### src/rtl/wishbone_arbiter_2m.sv
// Two-master Wishbone arbiter: registered round-robin grant held for a whole CYC.
// Optional stalled-cycle watchdog enabled by defining WB_ARB_TIMEOUT_EN.
module wishbone_arbiter_2m #(
    parameter int unsigned ADR_W          = 22,
    parameter int unsigned DAT_W          = 32,
    parameter int unsigned TIMEOUT_CYCLES = 64
) (
    input  logic               in_clock,
    input  logic               in_reset_n,
    // master 0
    input  logic               in_m0_cyc,
    input  logic               in_m0_stb,
    input  logic               in_m0_we,
    input  logic [ADR_W-1:0]   in_m0_adr,
    input  logic [DAT_W/8-1:0] in_m0_sel,
    input  logic [DAT_W-1:0]   in_m0_wdat,
    output logic               out_m0_ack,
    output logic               out_m0_err,
    output logic [DAT_W-1:0]   out_m0_rdat,
    // master 1
    input  logic               in_m1_cyc,
    input  logic               in_m1_stb,
    input  logic               in_m1_we,
    input  logic [ADR_W-1:0]   in_m1_adr,
    input  logic [DAT_W/8-1:0] in_m1_sel,
    input  logic [DAT_W-1:0]   in_m1_wdat,
    output logic               out_m1_ack,
    output logic               out_m1_err,
    output logic [DAT_W-1:0]   out_m1_rdat,
    // slave side
    output logic               out_wb_cyc,
    output logic               out_wb_stb,
    output logic               out_wb_we,
    output logic [ADR_W-1:0]   out_wb_adr,
    output logic [DAT_W/8-1:0] out_wb_sel,
    output logic [DAT_W-1:0]   out_wb_wdat,
    input  logic               in_wb_ack,
    input  logic               in_wb_err,
    input  logic [DAT_W-1:0]   in_wb_rdat,
    output logic [1:0]         out_grant
);

    if (TIMEOUT_CYCLES < 2) begin : g_bad_timeout
        $error("TIMEOUT_CYCLES must be at least 2");
    end
    if ((DAT_W % 8) != 0) begin : g_bad_dat_w
        $error("DAT_W must be a multiple of 8");
    end

    typedef enum logic [1:0] {
        StIdle = 2'b00,
        StGnt0 = 2'b01,
        StGnt1 = 2'b10
    } state_e;

    state_e state_q, state_d;
    // 1'b0 = M0 served last, 1'b1 = M1 served last
    logic   last_served_q, last_served_d;
    logic   timeout_hit;
    logic   fwd_ack, fwd_err;

    // ---------------------------------------------------------------- grant FSM
    always_comb begin
        state_d       = state_q;
        last_served_d = last_served_q;
        unique case (state_q)
            StIdle: begin
                if (in_m0_cyc && in_m1_cyc) begin
                    state_d = last_served_q ? StGnt0 : StGnt1;
                end else if (in_m0_cyc) begin
                    state_d = StGnt0;
                end else if (in_m1_cyc) begin
                    state_d = StGnt1;
                end
            end
            StGnt0: begin
                if (!in_m0_cyc) begin
                    state_d       = StIdle;
                    last_served_d = 1'b0;
                end
            end
            StGnt1: begin
                if (!in_m1_cyc) begin
                    state_d       = StIdle;
                    last_served_d = 1'b1;
                end
            end
            default: state_d = StIdle;
        endcase
    end

    always_ff @(posedge in_clock) begin
        if (!in_reset_n) begin
            state_q       <= StIdle;
            last_served_q <= 1'b1;
        end else begin
            state_q       <= state_d;
            last_served_q <= last_served_d;
        end
    end

    assign out_grant = {state_q == StGnt1, state_q == StGnt0};

    // --------------------------------------------------------- request muxing
    always_comb begin
        out_wb_cyc  = 1'b0;
        out_wb_stb  = 1'b0;
        out_wb_we   = 1'b0;
        out_wb_adr  = '0;
        out_wb_sel  = '0;
        out_wb_wdat = '0;
        unique case (state_q)
            StGnt0: begin
                out_wb_cyc  = in_m0_cyc;
                out_wb_stb  = in_m0_stb;
                out_wb_we   = in_m0_we;
                out_wb_adr  = in_m0_adr;
                out_wb_sel  = in_m0_sel;
                out_wb_wdat = in_m0_wdat;
            end
            StGnt1: begin
                out_wb_cyc  = in_m1_cyc;
                out_wb_stb  = in_m1_stb;
                out_wb_we   = in_m1_we;
                out_wb_adr  = in_m1_adr;
                out_wb_sel  = in_m1_sel;
                out_wb_wdat = in_m1_wdat;
            end
            default: ;
        endcase
    end

    // ---------------------------------------------------------------- watchdog
`ifdef WB_ARB_TIMEOUT_EN
    localparam int unsigned CntW = $clog2(TIMEOUT_CYCLES);

    logic [CntW-1:0] cnt_q, cnt_d;

    assign timeout_hit = out_wb_stb && !in_wb_err && (cnt_q == CntW'(TIMEOUT_CYCLES - 1));

    always_comb begin
        cnt_d = '0;
        if (out_wb_stb && !in_wb_ack && !in_wb_err && !timeout_hit && (state_d == state_q)) begin
            cnt_d = cnt_q + CntW'(1);
        end
    end

    always_ff @(posedge in_clock) begin
        if (!in_reset_n) begin
            cnt_q <= '0;
        end else begin
            cnt_q <= cnt_d;
        end
    end
`else
    assign timeout_hit = 1'b0;
`endif

    // -------------------------------------------------------- response routing
    // Gating by out_wb_cyc drops late terminations after an abort.
    assign fwd_ack = out_wb_cyc & in_wb_ack & ~in_wb_err & ~timeout_hit;
    assign fwd_err = out_wb_cyc & (in_wb_err | timeout_hit);

    assign out_m0_ack  = fwd_ack & (state_q == StGnt0);
    assign out_m0_err  = fwd_err & (state_q == StGnt0);
    assign out_m1_ack  = fwd_ack & (state_q == StGnt1);
    assign out_m1_err  = fwd_err & (state_q == StGnt1);
    assign out_m0_rdat = in_wb_rdat;
    assign out_m1_rdat = in_wb_rdat;

endmodule

### config.mk
export PLATFORM = sky130hd
export DESIGN_NAME = wishbone_arbiter_2m
export DESIGN_NICKNAME = d
export VERILOG_FILES = /design/src/rtl/wishbone_arbiter_2m.sv
export SDC_FILE = /design/constraint.sdc
export NUM_CORES = 1
export LEC_CHECK = 0
export ABC_CLOCK_PERIOD_IN_PS = 4010
export CORE_ASPECT_RATIO = 0.5
export CORE_MARGIN = 10
export CORE_UTILIZATION = 24
export DETAILED_ROUTE_END_ITERATION = 10
export GPL_TIMING_DRIVEN = 1
export PLACE_DENSITY = 0.85
export SLEW_MARGIN = 20
export SYNTH_ARGS = -nofsm -noshare
export SYNTH_HDL_FRONTEND = slang
export SYNTH_SLANG_ARGS = --single-unit
### constraint.sdc
create_clock -name in_clock -period 4.01 [get_ports in_clock]
set_input_delay 0.802 -clock in_clock [delete_from_list [all_inputs] [get_ports in_clock]]
set_output_delay 0.802 -clock in_clock [all_outputs]
set_load 0.005 [all_outputs]
## Yosys cells after proc, flatten, opt, wreduce, memory -nomap -nowiden

Cells that the tools add are included.

- Bits of input ports: 158
- Output and inout bits: 131
- Register bits after elaboration: 3
- Word-level logic and storage cells: 36

- Reduce and logical (&&, ||, !) cells: 5
- Equal/unequal tests: 5
- Muxes and demuxes: 16
- Bitwise gates (word level): 8

Operators with widths:

| kind | number |
|---|---|
| 32-bit case mux with 2 select lines | 1 |
| 22-bit case mux with 2 select lines | 1 |
| 2-bit 2-to-1 mux | 6 |
| 1-bit case mux with 2 select lines | 4 |
| 4-bit case mux with 2 select lines | 1 |
| 1-bit bitwise AND | 7 |
| 2-bit case mux with 3 select lines | 1 |
| 3-bit AND reduction | 2 |
| 2-bit != test (second input constant) | 2 |
| 4-bit != test (second input constant) | 1 |
| 2-bit by 1-bit equality test with 1-bit output (second input constant) | 1 |
| 2-bit equality test (second input constant) | 1 |
| 2-bit logical NOT | 1 |
| 1-bit 2-to-1 mux | 2 |
| 2-bit nonzero test | 1 |
| 1-bit logical AND | 1 |
| 1-bit inverter | 1 |

## Longest topological paths before layout

Gate-level depths: netlist (run 1).

- Depth after elaboration: 5
- Gate-level depth with buffers: 6
- Mapped depth without buffers: 5

## Worst setup path after synthesis (run 1)

OpenSTA, ideal clock, no wires.

- Kind: register -> output
- From: register state_q[1]
- To: output port out_m0_ack
- Data arrival time: 1.172 ns
- Slack: 2.036 ns
- Cell stages (with the launch flop): 7
- Path buffers: 2
- Path through: dfxtp_1 > inv_1 > ha_1 > buf_6 > buf_4 > nand2_1 > nor4b_2

- Longest elaborated chain between the ends: 5
- Elaborated cells on any way between the ends: 6
- Classes of those cells: 2 x eq/ne; 1 x mux; 3 x bitwise

Ends and longest elaborated chain:

| item | RTL line | source |
|---|---|---|
| start, declared | 56 | `state_e state_q, state_d;` |
| start signal, assigned | 94 | `state_q <= StIdle;` |
| start signal, assigned | 97 | `state_q <= state_d;` |
| 2-bit by 1-bit equality test with 1-bit output (*) | - |  |
| via out_grant[0] | 40 | `output logic [1:0] out_grant` |
| 1-bit case mux with 2 select lines | 112 | `unique case (state_q)` |
| 1-bit bitwise AND (2 in a row) | 161 | `assign fwd_ack = out_wb_cyc & in_wb_ack & ~in_wb_err & ~timeout_hit;` |
| 1-bit bitwise AND (*) | 164 | `assign out_m0_ack = fwd_ack & (state_q == StGnt0);` |
| end, declared | 17 | `output logic out_m0_ack,` |

Mark *: on every way through the listed nets, which the timed path passes. The rest lies on a longest branch.

## Worst setup path after layout (run 1)

- From: input port in_m0_cyc
- To: output port out_m1_ack

- Longest elaborated chain between the ends: 4

Ends and longest elaborated chain:

| item | RTL line | source |
|---|---|---|
| start, declared | 11 | `input logic in_m0_cyc,` |
| 1-bit case mux with 2 select lines | 112 |  |
| 1-bit bitwise AND (2 in a row) | 161 |  |
| 1-bit bitwise AND | 166 | `assign out_m1_ack = fwd_ack & (state_q == StGnt1);` |
| end, declared | 27 | `output logic out_m1_ack,` |

Every way passes these cells.

==> flow_metrics.env, run 1 <==
export IMPL_ys_warn_count=0
export IMPL_drive_gt1_share_pct=4.237
export IMPL_endpoint="out_m1_ack"
export IMPL_internal_power_uw=493.8
export IMPL_end_kind="output pin"
export IMPL_clock_path_buffers=2
export IMPL_p_per_area_nw_per_um2=227.9
export IMPL_switching_share_pct=33.77
export IMPL_synth_area_leaders="buf_4 (29%), a22oi_1 (26%), nor2b_1 (22%)"
export IMPL_route_vias_total=2048
export IMPL_drt_iter0_markers=171
export IMPL_power_uw=745.7
export IMPL_path_max_fanout=7
export IMPL_ys_types=21
export IMPL_start_util_pct=25.11
export IMPL_crit_type="input port to output pin"
export IMPL_period_share_pct=79.19
export IMPL_pwr_share_seq_pct=5.2
export IMPL_die_h_um=79.67
export IMPL_clk_latency_ns=0.22
export IMPL_portBuffers=192
export IMPL_combPwrFrac_pct=73.4
export IMPL_netlist_area_um2=1709
export IMPL_drv_cap=0
export IMPL_routedWlPerCell_um=19.17
export IMPL_p_clk_share_pct=21.4
export IMPL_power_leakage_nw=1.035
export IMPL_setup_viol=0
export IMPL_final_max_slew_viol_count=0
export IMPL_relSlewSlack_pct=76.07
export IMPL_post_cts_buffers=0
export IMPL_r2r_cells=6
export IMPL_hold_violations=0
export IMPL_num_antenna_cells=0
export IMPL_core_area_um2=6805
export IMPL_die_area_um2=11100
export IMPL_p_sw_uw=251.8
export IMPL_cts_root_buf="clkbuf_16"
export IMPL_tns_ns=0
export IMPL_overflow=0
export IMPL_r2r_start="state_q[0]"
export IMPL_worstHoldPathType="register to register"
export IMPL_cpPeakStageDelay_ns=0.59
export IMPL_rows=21
export IMPL_final_nets=516
export IMPL_synth_cells=238
export IMPL_ir_drop_v=0.0001285
export IMPL_crit_path_start="in_m0_cyc"
export IMPL_ys_ff_latch=3
export IMPL_drt_pass1_iter_count=4
export IMPL_clkSinkCount=3
export IMPL_synth_avg_cell_area_um2=7.181
export IMPL_path_common_cell="clkdlybuf4s50_1"
export IMPL_max_freq_mhz=314.9
export IMPL_start_kind="input port"
export IMPL_hpwl_um=7269
export IMPL_cts_htree_levels=1
export IMPL_hp_start="state_q[1]"
export IMPL_wirelength_um=8549
export IMPL_ios=289
export IMPL_path_clk_slew_ns=0.03
export IMPL_slowest_stage="clkdlybuf4s50_1"
export IMPL_grt_pass1_vias=2060
export IMPL_syn_to_final_growth_pct=91.43
export IMPL_worstPathArrival_ns=2.37
export IMPL_worstPathRequired_ns=3.21
export IMPL_finClkSkew_ns=0.001138
export IMPL_grt_usage_pct=13.61
export IMPL_drtAntennaViolNets=0
export IMPL_grt_antenna_before_repair=0
export IMPL_r2r_slack_ns=2.42
export IMPL_cts_tree="yes"
export IMPL_yosys_area_top_type_share_pct=29.43
export IMPL_outcome="finished, final reports clean"
export IMPL_numCtsBuffers=3
export IMPL_vias_per_cell=4.592
export IMPL_fin_crit_ns=3.176
export IMPL_drc=0
export IMPL_worstMarginPinSlew_ns=0.3590
export IMPL_grt_max_degree=34
export IMPL_cts_hold_buf=0
export IMPL_synth_nets=399
export IMPL_worstPathCellList="clkdlybuf4s50_1 > a21oi_1 > nor4b_2 > clkdlybuf4s50_1"
export IMPL_yosys_area_top_type="buf_4"
export IMPL_grt_pass1_wl_um=12370
export IMPL_yosysSeqAreaShare_pct=3.514
export IMPL_place_congestion=0.8398
export IMPL_r2r_end="state_q[1]"
export IMPL_rsz0062_at_grt="no"
export IMPL_die_w_um=139.3
export IMPL_cts_repair_resized=0
-- cells by family (layout without fill, tap and decap cells) --
logic type                 count (synthesis)  count (layout)  synth area share, %
adders and majority gates                  3               3                2.196
AOI/OAI and AO/OA                         67              67                29.79
buffers and inverters                     88             204                35.72
and+or+nand+nor                           75              75                27.60
DFF                                        3               3                3.514
muxes                                      2               2                1.171
-- how the worst min path moves through the flow --
stage          slack, ns          to  cells past startpoint
4_1_cts             0.49  state_q[1]                      2
3_5_place_dp        0.48  state_q[1]                      2
2_1_floorplan       0.45  state_q[1]                      2
5_1_grt             0.53  state_q[1]                      2
3_3_place_gp        0.48  state_q[1]                      2
6_report            0.48  state_q[1]                      2
-- synth_stat cells, drive strengths merged --
master and n:
dfxtp 3, nor4b 2, ha 3, buf 80, clkbuf 6, nand4 1
nor3b 2, nor2 2, o21ai 1, a21oi 3, a22oi 61, nand2b 2
nor2b 61, a21o 1, nand2 5, a21boi 1, inv 2, mux2i 2
-- power groups by stage --
stage	registers, mW	logic [mW]	clock network (mW)
floorplan	0.0378	0.326	0
global placement	0.0387	0.542	0
detailed placement	0.0392	0.546	0
CTS	0.0387	0.550	0.161
global route	0.0397	0.588	0.165
finish	0.0387	0.547	0.160
-- sequential cells by signal (all words and copies together), names as in the netlist --
register / flops
state_q: 2
last_served_q: 1
-- stage by stage --
step | setup WS, ns | area (um2) | cells | hold slack (ns) | util (%)
floorplan | 2.036 | 1709 | 238 | 0.4515 | -
detailed placement | 0.8345 | 3193 | 442 | 0.4829 | 46.92
global route | 0.7805 | 3272 | 446 | 0.5310 | 48.08
global placement | 0.8672 | 3193 | 442 | 0.4752 | 46.92
finish | 0.8343 | 3272 | 446 | 0.4821 | 48.08
CTS | 0.8371 | 3272 | 446 | 0.4878 | 48.08
-- critical path: cells and delay by family --
family | cells | cell delay [ns]
buf+inv | 2 | 1.13
compound gates | 1 | 0.16
simple gates | 1 | 0.28
-- routing by layer --
layer / up-vias / track usage (%) / wire length (um)
met3: 14 / 4.038 / 661
met4: 0 / 3.520 / 114
met1: 950 / 14.19 / 2951
met2: 86 / 26.41 / 4820
met5: - / 0 / 0
li1: 998 / - / -
-- area by class of cell --
class                   count  area [um2]
inverters                   2       7.507
clock buffers               4       78.83
well taps                  92       115.1
repair buffers            198        1967
fillers                   667        3533
flip-flops and latches      3       60.06
multi-input cells         147        1044
-- cells in the final DEF (no fill, tap or decap) --
cell type / count
clkdlybuf4s50_1: 192
nor2b_1: 61
a22oi_1: 60
buf_4: 6
nand2_1: 5
a21oi_1: 3
clkbuf_16: 3
dfxtp_1: 3
inv_1: 2
nor4b_2: 2
nor3b_1: 2
nand2b_1: 2
nor2_1: 2
mux2i_1: 2
ha_2: 2
a22oi_2: 1
nand4_1: 1
a21boi_4: 1
a21o_1: 1
o21ai_1: 1
ha_1: 1
clkbuf_1: 1
(Power assumes the default switching activity.)
==> run 2, diff against run 1 <==
--- a/config.mk
+++ b/config.mk
@@ -5,13 +5,13 @@
 export SDC_FILE = /design/constraint.sdc
 export NUM_CORES = 1
 export LEC_CHECK = 0
-export ABC_CLOCK_PERIOD_IN_PS = 4010
+export ABC_CLOCK_PERIOD_IN_PS = 3260
 export CORE_ASPECT_RATIO = 0.5
 export CORE_MARGIN = 10
-export CORE_UTILIZATION = 24
+export CORE_UTILIZATION = 22
 export DETAILED_ROUTE_END_ITERATION = 10
 export GPL_TIMING_DRIVEN = 1
-export PLACE_DENSITY = 0.85
+export PLACE_DENSITY = 0.79
 export SLEW_MARGIN = 20
 export SYNTH_ARGS = -nofsm -noshare
 export SYNTH_HDL_FRONTEND = slang
==> constraint.sdc (replaced) <==
create_clock -name in_clock -period 3.26 [get_ports in_clock]
set_input_delay 0.652 -clock in_clock [delete_from_list [all_inputs] [get_ports in_clock]]
set_output_delay 0.652 -clock in_clock [all_outputs]
set_load 0.005 [all_outputs]
==> run 2 against run 1 <==
Net effect: global-route usage fell by 0.53 points; non-clock buffer count did not move; clock power rose by 19%; design area rose by 0.54%; sequential cell count did not move; die area rose by 7.3%; sequential share of layout area barely moved; register-to-register slack got worse by 0.63 ns; core utilization fell by 3.8 points; clock-buffer cell count did not move; cell count rose by 0.90%; critical endpoint unchanged; highest routed layer unchanged.
==> flow_metrics.env, run 2 (synthesized netlist as in run 1, its figures left out) <==
export IMPL_outcome="finished, final reports clean"
export IMPL_core_area_um2=7432
export IMPL_dp_cells=446
export IMPL_regMostFlops="state_q"
export IMPL_p_per_area_nw_per_um2=280.5
export IMPL_dr_wl_met3_um=543
export IMPL_worstHoldPathType="register to register"
export IMPL_drtAntennaViolNets=0
export IMPL_drt_pass1_iter_count=4
export IMPL_final_common_cell="clkdlybuf4s50_1"
export IMPL_grt_antenna_before_repair=0
export IMPL_grt_pass1_wl_um=12310
export IMPL_finClkSkew_ns=0.0009585
export IMPL_final_max_slew_viol_count=0
export IMPL_setup_viol=0
export IMPL_clock_path_buffers=2
export IMPL_portBuffers=192
export IMPL_cts_repair_resized=0
export IMPL_clk_latency_ns=0.22
export IMPL_grt_max_degree=34
export IMPL_reg_largest_list="state_q: 2 flops, last_served_q: 1 flops"
export IMPL_worstPathRequired_ns=2.61
export IMPL_relSlewSlack_pct=69.44
export IMPL_drive_gt1_share_pct=4.237
export IMPL_drv_cap=0
export IMPL_numCtsBuffers=3
export IMPL_slowest_stage="clkdlybuf4s50_1"
export IMPL_rsz0062_at_grt="no"
export IMPL_clkSinkCount=3
export IMPL_hpwl_um=7623
export IMPL_start_util_pct=23.00
export IMPL_met2_length_um=5065
export IMPL_end_kind="output pin"
export IMPL_max_freq_mhz=344.9
export IMPL_drc=0
export IMPL_fin_crit_ns=2.899
export IMPL_cpPeakStageDelay_ns=0.61
export IMPL_drt_iter0_markers=141
export IMPL_grt_usage_pct=13.08
export IMPL_path_clk_slew_ns=0.03
export IMPL_die_h_um=82.33
export IMPL_worstMarginPinSlew_ns=0.4583
export IMPL_place_congestion=0.8590
export IMPL_path_common_cell="clkdlybuf4s50_1"
export IMPL_power_uw=922.8
export IMPL_route_vias_total=1989
export IMPL_grt_pass1_vias=2008
export IMPL_period_share_pct=88.94
export IMPL_syn_to_final_growth_pct=92.46
export IMPL_design_area_um2=3289
export IMPL_cts_hold_buf=0
export IMPL_mostFrequentLayoutCells="clkdlybuf4s50_1 (192), nor2b_1 (61), a22oi_1 (60), nand2_1 (5), buf_4 (5)"
export IMPL_crit_type="input port to output pin"
export IMPL_wirelength_um=8829
export IMPL_start_kind="input port"
export IMPL_stdcell_count=450
export IMPL_cts_tree="yes"
export IMPL_routedWlPerCell_um=19.62
export IMPL_final_nets=516
export IMPL_post_cts_buffers=0
export IMPL_overflow=0
export IMPL_tns_ns=0
export IMPL_power_leakage_nw=1.039
export IMPL_num_antenna_cells=0
export IMPL_worstPathArrival_ns=2.25
export IMPL_cts_root_buf="clkbuf_16"
export IMPL_path_max_fanout=7
export IMPL_ir_drop_v=0.0002126
export IMPL_die_area_um2=11910
export IMPL_worstPathCellList="clkdlybuf4s50_1 > a21oi_1 > nor4b_2 > clkdlybuf4s50_1"
export IMPL_dpl_cell_area_um2=3211
export IMPL_rows=22
export IMPL_hold_violations=0
export IMPL_largest_register_ffs=2
export IMPL_utilization_pct=44.26
export IMPL_die_w_um=144.7
export IMPL_wl_met1_um=3208
export IMPL_cts_htree_levels=1
export IMPL_top_layer="met4"
export IMPL_ios=289
export IMPL_vias_per_cell=4.420
## run 2: cell types whose count changed in the layout (fill, tap and decap cells not counted)
cell    change
buf_12      +1
buf_4       -1
## run 2: worst paths after layout
kind	startpoint	endpoint	slack, ns	cells after the start
setup / recovery	in_m0_cyc	out_m1_ack	0.36	4
hold / removal	state_q[1]	state_q[1]	0.48	2
setup reg to reg	state_q[1]	state_q[0]	1.79	5
hold reg to reg	state_q[1]	state_q[1]	0.48	2
## run 2: cell type report
type,instances,area [um2]
fillers,731,4143
repair buffers,198,1979
multi-input cells,147,1044
well taps,96,120.1
clock buffers,4,78.83
flip-flops and latches,3,60.06
inverters,2,7.507
## run 2: power breakdown
| group | switching, mW | total (mW) | leakage [nW] | internal [mW] |
|---|---|---|---|---|
| sequential | 0.00446 | 0.0474 | 0.0247 | 0.0429 |
| clock | 0.0300 | 0.191 | 0.0382 | 0.161 |
| combinational | 0.274 | 0.684 | 0.976 | 0.411 |
| total | 0.308 | 0.923 | 1.04 | 0.615 |
## run 2: routing by layer
layer	GRT usage (%)	vias to the layer above
li1	-	999
met1	15.12	933
met2	24.51	55
met3	3.702	2
met4	1.403	0
met5	0	-
## run 2: worst max-delay path: cells and delay by family
| kind | cells | cell delay (ns) |
|---|---|---|
| compound gates | 1 | 0.16 |
| simple gates | 1 | 0.29 |
| buf+inv | 2 | 1.15 |
## run 2: through the flow
stage               worst slack, ns  hold WS (ns)
finish                       0.3607        0.4825
floorplan                     1.436        0.4515
global route                 0.2848        0.5127
detailed placement           0.3918        0.4838
global placement             0.3942        0.4765
CTS                          0.3829        0.4894
==> edit, RTL diff (settings of run 1) <==
Set the parameter `ADR_W` to 18 (it was 22).
--- a/src/rtl/wishbone_arbiter_2m.sv
+++ b/src/rtl/wishbone_arbiter_2m.sv
@@ -2,5 +2,5 @@
 // Optional stalled-cycle watchdog enabled by defining WB_ARB_TIMEOUT_EN.
 module wishbone_arbiter_2m #(
-    parameter int unsigned ADR_W          = 22,
+    parameter int unsigned ADR_W          = 18,
     parameter int unsigned DAT_W          = 32,
     parameter int unsigned TIMEOUT_CYCLES = 64
Ports: changed (resized in_m0_adr, in_m1_adr and out_wb_adr); port bits go from 289 to 277. The function was not compared with the original's and may differ.
==> edit against run 1 <==
Routed wire length fell by 4.5%; sequential share of layout area rose by 0.091 points; total power fell by 3.2%; worst setup slack got worse by 0.067 ns; cell area fell by 4.7%; sequential cell count did not move; area after synthesis fell by 1.3%; critical endpoint is now out_m0_err; largest power group unchanged.
==> edit: results (changes against run 1) <==
* Port bufs at 180 (-6.3%)
* Ranking of synthesized cells by instance count: buf_4 (67), nor2b_1 (57), a22oi_1 (56)
* Largest cells by area after synthesis: buf_4 (30%), a22oi_1 (25%), nor2b_1 (21%), dfxtp_1 (3.6%), buf_2 (3.0%)
* Pin count of the biggest net entering global routing at 34 (unchanged)
* Number of post-CTS setup repair buffers at 0 (unchanged)
* R2R Path End: state_q[0]
* Synth unique cells at 24 (+14%)
* Final routed wirelength across all metal layers at 8.16 mm (-4.5%)
* Worst Reg2Reg Path Length in Cells at 6 (unchanged)
* Sequential fraction of the synthesis area at 0.0356 (+0.000469)
* Number of buffers added by the clock tree synthesis step at 3 (unchanged)
* Async SR Flop Fraction at 0 (unchanged)
* Overall routing resource usage at 0.134 (-0.00251)
* Pleak at 0.991 nW (-4.3%)
* Cells resized by post-CTS repair at 0 (unchanged)
* Antenna violations before repair at 0 (unchanged)
* Worst EP arrival at 2.44 ns (+0.07 ns)
* Largest clock skew in the final design at 0.00195 ns (+0.000809 ns)
* Cell at the root of the clock tree: clkbuf_16
* Number of placed instances, taps included at 421 (-4.8%)
* HPWL after detailed placement at 6.92 mm (-4.8%)
* VDD IR max at 141 µV (+9.6%)
* Post-detailed-route via-to-cell ratio at 4.43 (-3.5%)
* Result of the run: finished clean
* # nets final at 487 (-5.6%)
* Vias in the first global route at 1972 (-4.3%)
* Worst setup slack for register-to-register paths at 2.21 ns (-0.21 ns)
* Global-route wire length before repair at 11.8 mm (-4.5%)
* Crit Reg-Reg Startpoint: state_q[0]
* Max stage delay on crit path at 0.64 ns (+0.05 ns)
* Post-detailed-route wirelength per cell at 19.2 µm (+0.18%)
* Drt first-iter violations at 83 (-51%)
* Gate Count Post-Synth at 229 (-3.8%)
* Placer congestion estimate at 0.783 (-6.8%)
* Synthesized Nets at 382 (-4.3%)
* Slew @ Worst Pin at 0.705 ns (+0.346 ns)
* Share of post-route cells with drive strength above 1 at 0.0511 (+0.00868)
* Antenna fix cells at 0 (unchanged)
[edit: cell count changes in the layout (fill, tap and decap cells not counted), sizes merged]
cell and change:
a22oi -4, buf -1, clkdlybuf4s50 -12, nor2b -4
[edit: layout make-up]
type / count / area (µm²)
Multi-Input combinational cell: 139 / 1000
Clock buffer: 4 / 78.8
Timing Repair Buffer: 185 / 1850
Sequential cell: 3 / 60.1
Inverter: 2 / 7.51
Tap cell: 92 / 115
Fill cell: 664 / 3640
[edit: how the worst max path moves through the flow]
stage	endpoint	slack (ns)
final	out_m0_err	0.77
after global routing	out_m0_err	0.71
after CTS	out_m0_err	0.82
after detailed placement	out_m0_err	0.82
after global placement	out_m0_err	0.84
after floorplan	out_wb_wdat[15]	1.98
[edit: cells by family after synthesis]
kind of cell	synth area share
AOI/OAI and AO/OA	0.289
DFF	0.0356
buffers and inverters	0.372
adders and majority gates	0.0223
muxes	0.0119
and+or+nand+nor	0.269
[edit: power by group]
| part | internal [mW] | total (mW) | switching, mW |
|---|---|---|---|
| Combinational | 0.315 | 0.523 | 0.207 |
| Sequential | 0.0349 | 0.0381 | 0.00326 |
| Clock | 0.131 | 0.161 | 0.0300 |
[edit: stage by stage]
| stage | utilization | hold WS, ns | worst slack [ns] | area [µm²] |
|---|---|---|---|---|
| after floorplan | - | 0.451 | 1.98 | 1690 |
| after global placement | 0.450 | 0.474 | 0.835 | 3040 |
| after detailed placement | 0.450 | 0.486 | 0.823 | 3040 |
| after CTS | 0.462 | 0.490 | 0.818 | 3120 |
| after global routing | 0.462 | 0.551 | 0.710 | 3120 |
| final | 0.462 | 0.483 | 0.768 | 3120 |
[edit: routing by layer]
layer	global-route usage	vias up	wire [µm]
met2	0.268	61	4760
met1	0.124	863	2670
met4	0.0513	0	146
li1	-	940	-
met5	0	-	0
met3	0.0469	20	591
[edit: worst min-delay path, delay by kind of cell, from the launching register on]
| kind | cells | cell delay, ns |
|---|---|---|
| flip-flops | 1 | 0.31 |
| multiplexers | 1 | 0.06 |
| AND/OR/NAND/NOR | 1 | 0.06 |
